### src/rtl/push_frame_packer_if.sv
// push_frame_packer_if: sample input, FIFO push output and almost-full.
// The packer takes the master side; the source/FIFO model takes slave.
interface push_frame_packer_if #(
  parameter int WIDTH = 8
) ();
  logic [WIDTH-1:0] sdata;
  logic             senable;
  logic             oafull;
  logic [WIDTH-1:0] odata;
  logic             oenable;

  modport master (
    input  sdata,
    input  senable,
    input  oafull,
    output odata,
    output oenable
  );

  modport slave (
    output sdata,
    output senable,
    output oafull,
    input  odata,
    input  oenable
  );
endinterface

### src/rtl/push_frame_packer.sv
// push_frame_packer: frames a strobed sample stream with a seq trailer.
// Define FRAME_SUM_EN to append a modulo-2^WIDTH payload sum word.
module push_frame_packer #(
  parameter int WIDTH      = 8,
  parameter int FRAME_LEN  = 16,
  parameter int DROP_WIDTH = 8
) (
  input  logic                  wclock,
  input  logic                  resetn,
  push_frame_packer_if.master   bus,
  output logic [WIDTH-1:0]      seq,
  output logic [DROP_WIDTH-1:0] dropped,
  output logic                  error
);

  localparam int PW = (FRAME_LEN > 1) ? $clog2(FRAME_LEN) : 1;
  localparam logic [PW-1:0] LAST = PW'(FRAME_LEN - 1);

`ifdef FRAME_SUM_EN
  typedef enum logic [1:0] {
    PAYLOAD,
    TRAIL_SEQ,
    TRAIL_SUM
  } state_t;
`else
  typedef enum logic {
    PAYLOAD,
    TRAIL_SEQ
  } state_t;
`endif

  state_t           state;
  logic [PW-1:0]    pos;
  logic             discard;
`ifdef FRAME_SUM_EN
  logic [WIDTH-1:0] sum;
`endif

  logic first;
  logic last;
  logic disc_now;

  assign first    = (pos == '0);
  assign last     = (pos == LAST);
  // almost-full only matters at the first sample of a frame
  assign disc_now = first ? bus.oafull : discard;

  always_ff @(posedge wclock or negedge resetn) begin
    if (!resetn) begin
      state       <= PAYLOAD;
      pos         <= '0;
      discard     <= 1'b0;
`ifdef FRAME_SUM_EN
      sum         <= '0;
`endif
      bus.odata   <= '0;
      bus.oenable <= 1'b0;
      seq         <= '0;
      dropped     <= '0;
      error       <= 1'b0;
    end else begin
      bus.oenable <= 1'b0;
      if (bus.senable && state != PAYLOAD)
        error <= 1'b1;
      case (state)
        PAYLOAD: begin
          if (bus.senable) begin
            discard <= disc_now;
            if (!disc_now) begin
              bus.odata   <= bus.sdata;
              bus.oenable <= 1'b1;
            end
`ifdef FRAME_SUM_EN
            sum <= first ? bus.sdata
                         : sum + bus.sdata;
`endif
            if (last) begin
              pos <= '0;
              if (disc_now) begin
                seq <= seq + 1'b1;
                if (!(&dropped))
                  dropped <= dropped + 1'b1;
              end else begin
                state <= TRAIL_SEQ;
              end
            end else begin
              pos <= pos + 1'b1;
            end
          end
        end
        TRAIL_SEQ: begin
          bus.odata   <= seq;
          bus.oenable <= 1'b1;
`ifdef FRAME_SUM_EN
          state       <= TRAIL_SUM;
`else
          state       <= PAYLOAD;
          seq         <= seq + 1'b1;
`endif
        end
`ifdef FRAME_SUM_EN
        TRAIL_SUM: begin
          bus.odata   <= sum;
          bus.oenable <= 1'b1;
          state       <= PAYLOAD;
          seq         <= seq + 1'b1;
        end
`endif
        default: state <= PAYLOAD;
      endcase
    end
  end

endmodule

### src/flat_wrapper.sv
// flat-port wrapper written by rule: the top's interface ports become plain ports
module push_frame_packer_flat 
#(
  parameter int WIDTH      = 8,
  parameter int FRAME_LEN  = 16,
  parameter int DROP_WIDTH = 8
)
  (wclock, resetn, seq, dropped, error, bus_sdata, bus_senable, bus_oafull, bus_odata, bus_oenable);
  push_frame_packer_if #(.WIDTH(WIDTH)) bus_i ();
  input  logic wclock;
  input  logic resetn;
  output logic [WIDTH-1:0] seq;
  output logic [DROP_WIDTH-1:0] dropped;
  output logic error;
  input wire logic [$bits(bus_i.sdata)-1:0] bus_sdata;
  input wire logic [$bits(bus_i.senable)-1:0] bus_senable;
  input wire logic [$bits(bus_i.oafull)-1:0] bus_oafull;
  output wire logic [$bits(bus_i.odata)-1:0] bus_odata;
  output wire logic [$bits(bus_i.oenable)-1:0] bus_oenable;
  assign bus_i.sdata = bus_sdata;
  assign bus_i.senable = bus_senable;
  assign bus_i.oafull = bus_oafull;
  assign bus_odata = bus_i.odata;
  assign bus_oenable = bus_i.oenable;
  push_frame_packer #(.WIDTH(WIDTH), .FRAME_LEN(FRAME_LEN), .DROP_WIDTH(DROP_WIDTH)) u_core (.wclock(wclock), .resetn(resetn), .bus(bus_i), .seq(seq), .dropped(dropped), .error(error));
endmodule
### config.mk
export PLATFORM = sky130hd
export DESIGN_NAME = push_frame_packer_flat
export DESIGN_NICKNAME = d
export VERILOG_FILES = /design/src/rtl/push_frame_packer_if.sv /design/src/rtl/push_frame_packer.sv /design/src/flat_wrapper.sv
export SDC_FILE = /design/constraint.sdc
export NUM_CORES = 1
export LEC_CHECK = 0
export ABC_AREA = 1
export CORE_ASPECT_RATIO = 1.75
export CORE_UTILIZATION = 29
export CTS_CLUSTER_DIAMETER = 50
export DETAILED_ROUTE_END_ITERATION = 7
export PLACE_DENSITY_LB_ADDON = 0.3
export RECOVER_POWER = 100
export SLEW_MARGIN = 20
export SYNTH_ARGS = -nofsm -noshare
export SYNTH_HDL_FRONTEND = slang
export SYNTH_SLANG_ARGS = --single-unit
export TNS_END_PERCENT = 1
### constraint.sdc
create_clock -name wclock -period 3.6 [get_ports wclock]
set_input_delay 0.36 -clock wclock [delete_from_list [all_inputs] [get_ports wclock]]
set_output_delay 0.36 -clock wclock [all_outputs]
set_load 0.1 [all_outputs]
==> impl_metrics.ini <==
[layout]
drive_above_1_share_pct = 4.781
nNetsFinal = 266
fillers = 665
fin_util_pct = 38.18
syn2layout_area_growth_pct = 27.51
diodes = 0

[global_routing]
grt_pass1_vias = 1413
use_met3_pct = 3.094
met2_usage_pct = 23.86
grt_max_degree = 33
busiest_layer = met2
antenna_found_initial = 0
grt-ovfl-total = 0
grt_use_total_pct = 12.84
met1_usage_pct = 13.00
grt_pass1_wl_um = 6168

[detailed_routing]
firstDrtPassIters = 4
ant_nets = 0
num_vias = 1457
avgViaCountPerCell = 4.429
wl_um = 3783
first_iter_violations = 68
drc = 0
wire_per_inst_um = 11.50

[critical_path]
crit_arrival_ns = 1.97
critPathRequiredTime_ns = 3.24
critPathSlowestCell = dlygate4sd3_1
worstSetupEndpointType = output port
crit_fanout = 7
cp_num_buf_inv = 1
critPathLaunchType = flop
critical-path-top-delay-family = buffers and inverters
path_cells = dlygate4sd3_1
crit_type = flop to output port
max_stage_delay_ns = 1.23

[timing]
fmax_mhz = 429.3
fin_crit_ns = 2.330
slew_headroom_pct = -17.50
min_period_over_period_pct = 64.71
setup_viol = 0
slew_viol_final = 33
hold_violations = 0
finalSetupTns_ns = 0
tightest_slew_ns = 1.762
grt_setup_unrepaired = false
skew_ns = 0.009261

[floorplan]
ios = 38
initial_core_util_pct = 29.94
die_h_um = 105.1
rows = 37
die_w_um = 60.90
die_area_mm2 = 0.006398
core_mm2 = 0.005879

[clock_network]
cts_tree = done
clk_pin_slew_worst_paths_ns = 0.07
cts_buffers = 5
htreeDepth = 2
clock_sinks = 32
cts_setup_buffers = 0
max-clock-path-buffers = 2
clock_insertion_delay_worst_skew_ns = 0.28
cts_hold_buf = 0
root_buffer = clkbuf_8
cts_resized = 0

[synth]
synth_seq_area_share_pct = 45.49
yosys-top-cells-count = nand2_1, dfrtp_1, nand3_1, inv_1, nor2_1
netlist_top_cells_area = dfrtp_1, nand2_1, nand3_1, xor2_1, inv_1
ys_warn_count = 0
synth_edf_count = 0
syn-num-nets = 224
ys_types = 28
yosysTopAreaCellShare_pct = 45.49
ys_seq_elements = 32
yosysMostFrequentCell = nand2_1
syn_avg_cell_area_um2 = 8.464
synth_flop_cell = dfrtp_1
synthArstFlopShare_pct = 100.0
synthCells = 208
syn_area_mm2 = 0.001760
synth_top_cell_by_area = dfrtp_1

[job]
max_cap_viol_count = 1

[outcome]
violations = capacitance limit, slew limit
status = complete, but fails checks

[power]
ir_worst_vdd_v = 0.0003217
cellLeakagePower_nw = 1.137
power_density_mw_per_mm2 = 778.8

[placed_design]
port_buffers = 37
dp_hpwl_um = 2756
place.gp.congestion = 0.7180

[worst_hold_path]
min_path_type = flop to flop
[final cells by class]
type | count | area [µm²] | share of cell area, %
multi-input cells | 154 | 793.3 | 35.34
flip-flops and latches | 32 | 800.8 | 35.67
clock buffers | 6 | 72.57 | 3.233
repair buffers | 38 | 374.1 | 16.67
inverters | 19 | 71.32 | 3.177
clock inverters | 2 | 35.03 | 1.561
well taps | 78 | 97.59 | 4.348
[where the power goes]
group	internal [W]	total (W)	switching, W
Sequential	0.000455	0.000531	0.0000753
Clock	0.000205	0.000332	0.000127
Combinational	0.000184	0.000885	0.000701
Total	0.000845	0.00175	0.000903
[cell families (layout without fill, tap and decap cells)]
group	count (synthesis)	in the layout	share of synthesized area, %
AOI/OAI and AO/OA	13	13	5.046
xor gates and xnor gates	9	9	4.478
adders and majority gates	4	4	2.843
buffers and inverters	22	65	5.614
DFF	32	32	45.49
muxes	4	4	2.274
and+or+nand+nor	124	124	34.26
[path summary, 6_finish.rpt]
check                      slack (ns)                  end  cells past startpoint                start
max in group asynchronous        1.48        u_core.pos[1]                      2               resetn
max                              1.27               seq[5]                      1        u_core.seq[5]
min in group asynchronous        1.10        u_core.pos[3]                      2               resetn
max reg2reg                      1.58    u_core.dropped[3]                      5         u_core.state
min reg2reg                      0.46  u_core.bus.odata[5]                      2  u_core.bus.odata[5]
min                              0.46  u_core.bus.odata[5]                      2  u_core.bus.odata[5]
[sequential cells by signal, indices dropped and copies added, names as in the netlist]
register / cells
u_core.bus.oenable: 1
u_core.bus.odata: 8
u_core.dropped: 8
u_core.discard: 1
u_core.pos: 4
u_core.seq: 8
u_core.state: 1
u_core.error: 1
[worst min-delay path, cell delays in order (launching register included)]
cell,delay (ns)
dfrtp_1,0.34
nand2_1,0.05
nand2_1,0.05
[through the flow]
step / hold WS, ns / total power [W] / setup slack, ns / cell area (µm²) / std cells
after floorplan: 0.06441 / 0.001295 / 1.679 / 1760 / 208
final: 0.4646 / 0.001748 / 1.270 / 2245 / 329
after global placement: 0.4559 / 0.001501 / 1.647 / 2208 / 321
after CTS: 0.4749 / 0.001847 / 1.320 / 2316 / 329
after global routing: 0.4999 / 0.001845 / 1.021 / 2245 / 329
after detailed placement: 0.4574 / 0.001506 / 1.633 / 2208 / 321
[cell usage in the layout (no fill, tap or decap)]
cell type,instances
nor2_1,11
xnor2_1,1
o21bai_1,1
clkbuf_1,2
clkdlybuf4s50_1,9
dlygate4sd3_1,28
clkinv_1,1
mux2i_1,4
nand2_1,76
o21a_1,1
o21ai_0,11
nand4_1,3
nand3_2,1
clkbuf_8,5
nand3_1,26
xor2_1,8
nor3_1,1
nand3b_1,1
nor4_1,1
nand4_4,1
inv_1,18
dfrtp_1,32
clkinv_2,1
nor2_2,1
ha_1,4
nor2_4,1
nand2_4,1
bufinv_16,1
[per-layer routing]
| layer | wire length [µm] | vias to the layer above |
|---|---|---|
| li1 | - | 749 |
| met1 | 1550 | 670 |
| met2 | 2030 | 33 |
| met3 | 158 | 5 |
| met4 | 44 | 0 |
| met5 | 0 | - |
Note: power is estimated with default switching activity, not from simulation.
